==> src/rtl/fixed_packer.sv <==
// Signed fixed-point (1 sign, 1 int, WIDTH frac) to IEEE-754 single converter, Nios II multi-cycle CI.
// Optional macro FIXED_PACKER_FAST_NORM_EN adds a 4-bit normalisation skip when the top nibble is zero.
module fixed_packer #(
   parameter int WIDTH = 22
) (
   input  logic        clk,
   input  logic        reset_n,
   input  logic        clk_en,
   input  logic        start,
   input  logic [31:0] dataa,
   output logic        done,
   output logic [31:0] result
);

   localparam int N   = WIDTH + 2;
   localparam int SW  = 5;
   localparam int PAD = 24 - N;

   typedef enum logic [1:0] {IDLE, NORM, PACK} state_t;

   state_t         state_q, state_d;
   logic [N-1:0]   mag_q, mag_d;
   logic [SW-1:0]  s_q, s_d;
   logic           sign_q, sign_d;
   logic           zero_q, zero_d;
   logic           done_q, done_d;
   logic [31:0]    result_q, result_d;

   logic [N-1:0]   din;
   logic [22:0]    mant;
   logic [7:0]     exp_b;
   logic           unused_hi;

   assign din       = dataa[N-1:0];
   assign unused_hi = ^dataa[31:N];

   always_comb begin
      state_d  = state_q;
      mag_d    = mag_q;
      s_d      = s_q;
      sign_d   = sign_q;
      zero_d   = zero_q;
      done_d   = 1'b0;
      result_d = result_q;
      // mag below the leading one, left-aligned into the 23-bit fraction
      mant     = 23'(mag_q[N-2:0]) << PAD;
      exp_b    = 8'd128 - {3'b000, s_q};
      case (state_q)
         IDLE: begin
            if (start) begin
               sign_d  = din[N-1];
               mag_d   = din[N-1] ? -din : din;
               s_d     = '0;
               zero_d  = (din == '0);
               state_d = NORM;
            end
         end
         NORM: begin
            if (zero_q || mag_q[N-1]) begin
               state_d = PACK;
            end else begin
`ifdef FIXED_PACKER_FAST_NORM_EN
               if (mag_q[N-1:N-4] == 4'd0) begin
                  mag_d = mag_q << 4;
                  s_d   = s_q + SW'(4);
               end else begin
                  mag_d = mag_q << 1;
                  s_d   = s_q + SW'(1);
               end
`else
               mag_d = mag_q << 1;
               s_d   = s_q + SW'(1);
`endif
            end
         end
         PACK: begin
            result_d = zero_q ? 32'h0 : {sign_q, exp_b, mant};
            done_d   = 1'b1;
            state_d  = IDLE;
         end
         default: state_d = IDLE;
      endcase
   end

   // clk_en low freezes everything, including a pending done pulse
   always_ff @(posedge clk or negedge reset_n) begin
      if (!reset_n) begin
         state_q  <= IDLE;
         mag_q    <= '0;
         s_q      <= '0;
         sign_q   <= 1'b0;
         zero_q   <= 1'b0;
         done_q   <= 1'b0;
         result_q <= 32'h0;
      end else if (clk_en) begin
         state_q  <= state_d;
         mag_q    <= mag_d;
         s_q      <= s_d;
         sign_q   <= sign_d;
         zero_q   <= zero_d;
         done_q   <= done_d;
         result_q <= result_d;
      end
   end

   assign done   = done_q;
   assign result = result_q;

endmodule

==> config.mk <==
export PLATFORM = sky130hd
export DESIGN_NAME = fixed_packer
export DESIGN_NICKNAME = d
export VERILOG_FILES = /design/src/rtl/fixed_packer.sv
export SDC_FILE = /design/constraint.sdc
export NUM_CORES = 1
export LEC_CHECK = 0
export CELL_PAD_IN_SITES_DETAIL_PLACEMENT = 1
export CELL_PAD_IN_SITES_GLOBAL_PLACEMENT = 2
export CORE_MARGIN = 3
export CORE_UTILIZATION = 34
export CTS_CLUSTER_SIZE = 30
export DETAILED_ROUTE_END_ITERATION = 10
export PLACE_DENSITY = 0.91
export SETUP_SLACK_MARGIN = 0.15
export SKIP_CTS_REPAIR_TIMING = 1
export SYNTH_ARGS = -nofsm -noshare
export SYNTH_HDL_FRONTEND = slang
export SYNTH_SLANG_ARGS = --single-unit
==> constraint.sdc <==
create_clock -name clk -period 3.9 [get_ports clk]
set_clock_uncertainty 0.05 [all_clocks]
set_input_delay 0.975 -clock clk [delete_from_list [all_inputs] [get_ports clk]]
set_output_delay 0.975 -clock clk [all_outputs]
set_load 0.05 [all_outputs]
# Yosys cells after proc, flatten, opt, wreduce, memory -nomap -nowiden
# Cells that the tools add are included.
# op_classes
addsub	3
n_reduce_logical	8
mux	12
n_eq_ne	5
# ops
operator	n
$mux 24	3
$pmux 24 s2	1
$mux 32	1
$logic_not 24->1	1
$neg 24->24	1
$mux 5	2
$pmux 5 s2	1
$sub 8x5->8 const A	1
$ne 2x2->1 const B	3
$reduce_and 3->1	2
$add 5x1->5 const B	1
$mux 2	2
$pmux 2 s2	1
$reduce_and 4->1	1
$eq 2x1->1 const B	1
$eq 2x2->1 const B	1
$logic_not 2->1	1
$reduce_and 2->1	1
$reduce_bool 2->1	1
$logic_or 1x1->1	1
$mux 1	1
# word_totals
out_inout_bits	33
regBits	66
inputBits	36

# Logic depth before layout (Yosys ltp)
# Gate-level depths: netlist of run 1.
# depth
ltp_word	4
ltp_mapped	7
ltp_nobuf	6

# Worst setup path before layout of run 1
# No wires, ideal clock.
# synth_path
kind	in2reg
start	input dataa[12]
end	register mag_q[16]
stages	5
setup_slack_ps	1520
arrival_ps	2201
cell_sequence	or4_4 -> or3_4 -> o21ai_1 -> xor2_1 -> a21oi_1
# synth_between
elab_chain_cells	4
# synth_lines
item	line	rtl
start, declared	10	input logic [31:0] dataa,
$neg 24->24	52	mag_d = din[N-1] ? -din : din;
$mux 24	52	
$mux 24	50	if (start) begin
$pmux 24 s2	48	case (state_q)
end signal, assigned	97	mag_q <= mag_d;
end, declared	22	logic [N-1:0] mag_q, mag_d;
# No other way between the ends. The select of a mux whose other input is x is not followed.
# A chain may end at the register's enable or synchronous reset.

# Worst setup path in the final report of run 1
# layout_path
start	input dataa[4]
end	register mag_q[20]
# Same word-level chain as after synthesis.

==> flow_summary.yaml, run 1 <==
setup_path:
  critical_path.endpoint_type: "flop"
  regToRegStartpoint: "state_q[0]"
  critical_path_arrival_ps: 2960
  start_kind: "input pin"
  r2r-end: "result[6]"
  r2r_slack_ps: 1770
  crit_type: "in2reg"
  cp.required_ps: 4070
  reg2regPathDepth: 5
  critPathMaxFanout: 8
die:
  die-area_um2: 11200
  die_w_um: 106
  num_rows: 35
  initial_core_util_pct: 36.0
  chipHeight_um: 106
  core_um2: 9460
  pin_count: 69
sta:
  relSlewSlack_pct: 52.2
  fin_crit_sh_pct: 71.6
  tightest_slew_ps: 715
  fin_hold_ws_ps: 431
  setup_viol: 0
  rsz0062_at_grt: "no"
  setup_tns_ps: 0
  min_period_ps: 2790
  clock.fmax_ghz: 0.358
  slew_viol_final: 0
  hold_viol_final: 0
placed_design:
  place_area_um2: 4070
  dp_hpwl_mm: 6.86
  dp_cells: 542
  gp_congestion: 0.770
  port_buffers: 60
power_and_ir_drop:
  p_sw_w: 0.00166
  p_sw_share_pct: 47.6
  powerDensity_nw_per_um2: 825
  p_leak_nw: 1.76
  internal-power_w: 0.00183
  vdd_drop_max_v: 0.000288
  p_comb_share_pct: 49.9
  clkPwrFrac_pct: 14.3
  seq_power_share_pct: 35.8
synthesis:
  ys_seq_elements: 66
  synthArstFlopShare_pct: 100
  syn_nets: 409
  ys_seq_area_share_pct: 48.5
  synthFlopType: "dfrtp_1"
  synth_cells: 370
  yosysTopAreaCell: "dfrtp_1"
  synth_warnings: 0
  avgSynthCellArea_um2: 9.19
  synth_top_area_share_pct: 48.5
  netlist_top_cells_area: "dfrtp_1 (49%), nand2_1 (8.6%), o21ai_0 (6.8%), xor2_1 (3.6%), a21oi_1 (2.6%)"
  synth_area_um2: 3400
  synth_cell_types: 48
  synth_edf_count: 0
detailed_routing:
  ant_nets: 0
  wl_per_cell_um: 16.4
  vias_per_cell: 5.18
  drtIter0Drc: 169
  drt-total-wl_mm: 9.17
  num_vias: 2888
  drtPass1Iterations: 4
  drc_errors: 0
min_path:
  min_to: "result[25]"
  hold_path_class: "reg2reg"
  hold_depth: 2
  hold_start: "result[25]"
layout:
  seq_area_um2: 1650
  post_layout_nonfiller_instances: 558
  design_area_um2: 4240
  multi_input_area_um2: 1580
  syn_to_final_growth_pct: 24.5
  fill_cells: 1138
  fin_nets: 463
  drive_gt1_share_pct: 8.62
  diodes: 0
global_routing:
  antenna_found_initial: 0
  grt.overflow.total: 0
  grt_pass1_vias: 2890
  grt_max_degree: 45
  grt_pass1_wl_mm: 15.3
  grt_util_all_layers_pct: 17.0
run_status:
  status: "finished, final reports clean"
clocking:
  cts_tree: "done"
  root_buffer: "clkbuf_8"
  clockBufferDepth: 2
  cts.sinks: 66
  cts_buffers: 9
  htree_num_levels: 3
  path_clk_slew_ps: 80
  clock_latency_ps: 350
run:
  cap_viol_max_count: 0
[per-layer routing]
layer,part of all wire [%],global-route usage [%],vias to the layer above
li1,-,-,1425
met1,50,25.3,1381
met2,44,24.4,69
met3,3.8,2.67,13
met4,1.8,6.85,0
met5,0,0,-
[placed cells by master, fill, tap and decap left out, types with 6 or more instances in the layout]
| cell type | instances |
|---|---|
| buf_4 | 6 |
| inv_1 | 8 |
| clkbuf_8 | 9 |
| xnor2_1 | 6 |
| xor2_1 | 14 |
| or3_1 | 9 |
| o21ai_0 | 46 |
| clkdlybuf4s50_1 | 59 |
| dfrtp_1 | 66 |
| nor2_1 | 9 |
| o22ai_1 | 12 |
| o31ai_1 | 12 |
| o21ai_1 | 7 |
| nor3_1 | 8 |
| nand2_1 | 78 |
| a21oi_1 | 18 |
[power by group through the flow]
stage / registers [W] / logic [W] / clock network, W
6_report: 0.00125 / 0.00175 / 0.000498
3_5_place_dp: 0.00127 / 0.00176 / 0
5_1_grt: 0.00130 / 0.00190 / 0.000545
2_1_floorplan: 0.00171 / 0.000719 / 0
3_3_place_gp: 0.00125 / 0.00170 / 0
4_1_cts: 0.00125 / 0.00176 / 0.000512
[area by class of cell]
class / count / area share (%)
clock buffers: 9 / 2.92
clock inverters: 7 / 1.09
inverters: 9 / 0.797
multi-input cells: 272 / 37.3
flip-flops and latches: 66 / 39.0
well taps: 129 / 3.81
repair buffers: 66 / 15.1
[cells by family (layout without fill, tap and decap cells)]
group / Yosys count / after routing / synth area share, %
AND/OR/NAND/NOR: 132 / 132 / 18.6
AO/OA/AOI/OAI: 115 / 115 / 20.6
flip-flops: 66 / 66 / 48.5
buffers and inverters: 32 / 91 / 5.30
XOR/XNOR: 20 / 20 / 5.15
adder cells (fa/ha/maj): 3 / 3 / 1.10
multiplexers: 2 / 2 / 0.625
[how the worst max path moves through the flow]
stage                end       from
2_1_floorplan  mag_q[16]  dataa[12]
3_3_place_gp   mag_q[20]   dataa[4]
3_5_place_dp   mag_q[20]   dataa[4]
4_1_cts        mag_q[20]   dataa[4]
5_1_grt        mag_q[20]   dataa[8]
6_report       mag_q[20]   dataa[4]
[through the flow]
step                setup WS [ps]  power, W  utilization, %
detailed placement            751   0.00303            43.0
finish                       1110   0.00350            44.8
CTS                          1100   0.00353            44.8
floorplan                    1520   0.00243               -
global route                  969   0.00374            44.8
global placement              767   0.00295            43.0
[cell usage after synthesis, types with 9 or more instances]
cell and instances:
a21oi_1 18, clkbuf_1 15, dfrtp_1 66, nand2_1 78
nor2_1 9, o21ai_0 46, o22ai_1 12, o31ai_1 12
or3_1 9, xor2_1 14
[critical path, stage by stage]
cell and delay [ps]:
clkdlybuf4s50_1 520, nor3_2 290, nand4_1 360, o41ai_1 470, xor2_1 240, o22ai_1 90
[sequential cells by signal (all words and copies together) (netlist names)]
register  count
result       32
mag_q        24
s_q           5
state_q       2
done          1
sign_q        1
zero_q        1
Note: power is estimated with default switching activity, not from simulation.
==> run 2: changes to the inputs <==
--- a/config.mk
+++ b/config.mk
@@ -8,10 +8,10 @@
 export CELL_PAD_IN_SITES_DETAIL_PLACEMENT = 1
 export CELL_PAD_IN_SITES_GLOBAL_PLACEMENT = 2
 export CORE_MARGIN = 3
-export CORE_UTILIZATION = 34
+export CORE_UTILIZATION = 31
 export CTS_CLUSTER_SIZE = 30
 export DETAILED_ROUTE_END_ITERATION = 10
-export PLACE_DENSITY = 0.91
+export PLACE_DENSITY = 0.84
 export SETUP_SLACK_MARGIN = 0.15
 export SKIP_CTS_REPAIR_TIMING = 1
 export SYNTH_ARGS = -nofsm -noshare
==> constraint.sdc (replaced) <==
create_clock -name clk -period 2.85 [get_ports clk]
set_clock_uncertainty 0.05 [all_clocks]
set_input_delay 0.7125 -clock clk [delete_from_list [all_inputs] [get_ports clk]]
set_output_delay 0.7125 -clock clk [all_outputs]
set_load 0.05 [all_outputs]
==> flow_summary.yaml, run 2 (synthesis gave the netlist of run 1 again) <==
power_and_ir_drop:
  vdd_drop_max_v: 0.000472
  p_total_w: 0.00489
  p_leak_nw: 1.84
  p_comb_share_pct: 49.2
  seq_power_share_pct: 34.8
  powerDensity_nw_per_um2: 1120
  p_sw_w: 0.00222
  p_sw_share_pct: 45.4
  clkPwrFrac_pct: 16.0
  internal-power_w: 0.00267
sta:
  setup_viol: 0
  setup_tns_ps: 0
  relSlewSlack_pct: 63.0
  min_period_ps: 2380
  clock.fmax_ghz: 0.420
  setup_ws_ps: 471
  slew_viol_final: 0
  tightest_slew_ps: 555
  hold_viol_final: 0
  rsz0062_at_grt: "no"
  fin_crit_sh_pct: 83.5
die:
  die_w_um: 111
  chipHeight_um: 111
  num_rows: 37
  core_um2: 10500
  pin_count: 69
  initial_core_util_pct: 32.4
  die-area_um2: 12300
global_routing:
  grt_util_all_layers_pct: 14.9
  antenna_found_initial: 0
  grt_pass1_wl_mm: 15.0
  grt.overflow.total: 0
  grt_max_degree: 67
  grt_pass1_vias: 2970
placed_design:
  dp_hpwl_mm: 6.65
  place_ws_ps: 70.9
  gp_congestion: 0.825
  port_buffers: 60
  dp_cells: 558
setup_path:
  crit_slowest_cell: "clkdlybuf4s50_1"
  reg2regPathDepth: 5
  regToRegStartpoint: "zero_q"
  critical_path.endpoint_type: "flop"
  crit_type: "in2reg"
  max_stage_delay_ps: 470
  cp.required_ps: 3010
  r2r-end: "zero_q"
  start_kind: "input pin"
  crit_family: "simple AND/OR/NAND/NOR gates"
  critical_path_arrival_ps: 2540
  worstPathCellList: "clkdlybuf4s50_1, nor4_1, nand2_1, o41ai_1, xor2_1, o22ai_1"
  critPathMaxFanout: 4
  r2r_slack_ps: 810
  startpoint: "dataa[12]"
  worst-path-buf-inv: 1
run_status:
  status: "finished, final reports clean"
detailed_routing:
  wl_per_cell_um: 15.6
  vias_per_cell: 5.02
  drtIter0Drc: 131
  drtPass1Iterations: 4
  num_vias: 2881
  drt-total-wl_mm: 8.97
  ant_nets: 0
  drc_errors: 0
clocking:
  clockBufferDepth: 2
  cts.sinks: 66
  path_clk_slew_ps: 70
  cts_tree: "done"
  htree_num_levels: 3
  clock_latency_ps: 340
  root_buffer: "clkbuf_8"
  cts_buffers: 9
layout:
  fin_nets: 472
  syn_to_final_growth_pct: 28.3
  drive_gt1_share_pct: 9.82
  final_common_cell: "nand2_1"
  post_layout_nonfiller_instances: 574
  final_cell_mix: "nand2_1 (78), dfrtp_1 (66), clkdlybuf4s50_1 (59)"
  diodes: 0
  largest_reg_flops: 32
min_path:
  hold_path_class: "in2async"
run:
  cap_viol_max_count: 0
-- run 2: cell count changes in the layout (fill, tap and decap cells not counted), sizes merged --
cell      previous run  this run
buf                  7        16
clkbuf               9        14
clkinv               4         1
clkinvlp             3         0
bufinv               0         1
-- run 2: power groups by stage --
| stage | sequential [W] | clock (W) | combinational, W |
|---|---|---|---|
| final | 0.00170 | 0.000780 | 0.00241 |
| after global routing | 0.00177 | 0.000856 | 0.00261 |
| after CTS | 0.00171 | 0.000810 | 0.00243 |
| after detailed placement | 0.00173 | 0 | 0.00242 |
| after global placement | 0.00170 | 0 | 0.00237 |
| after floorplan | 0.00234 | 0 | 0.000984 |
-- run 2: per-layer routing --
layer | wire length (um) | up-vias | part of all wire, % | global-route usage (%)
li1 | - | 1440 | - | -
met1 | 4620 | 1377 | 52 | 22.2
met2 | 3880 | 53 | 43 | 21.8
met3 | 341 | 11 | 3.8 | 2.40
met4 | 127 | 0 | 1.4 | 5.58
met5 | 0 | - | 0 | 0
-- run 2: metrics by stage --
stage,utilization [%],hold slack (ps),cell area (um2)
global placement,39.7,417,4170
floorplan,-,367,3400
detailed placement,39.7,423,4170
finish,41.5,330,4370
global route,41.5,343,4370
CTS,41.5,338,4370
-- run 2: how the worst max path moves through the flow --
| stage | end | slack, ps | cells past startpoint |
|---|---|---|---|
| 6_report | mag_q[20] | 470 | 6 |
| 5_1_grt | mag_q[20] | 220 | 6 |
| 4_1_cts | mag_q[13] | 430 | 6 |
| 3_5_place_dp | mag_q[20] | 70 | 6 |
| 3_3_place_gp | mag_q[13] | 130 | 6 |
| 2_1_floorplan | mag_q[16] | 730 | 5 |
-- run 2: cell type report --
cell class / instances / area, um2
multi-input combinational: 272 / 1580
sequential: 66 / 1650
inverter: 9 / 33.8
clock buffer: 14 / 163
clock inverter: 2 / 35.0
tap: 136 / 170
fill: 1220 / 6140
timing repair buffer: 75 / 733
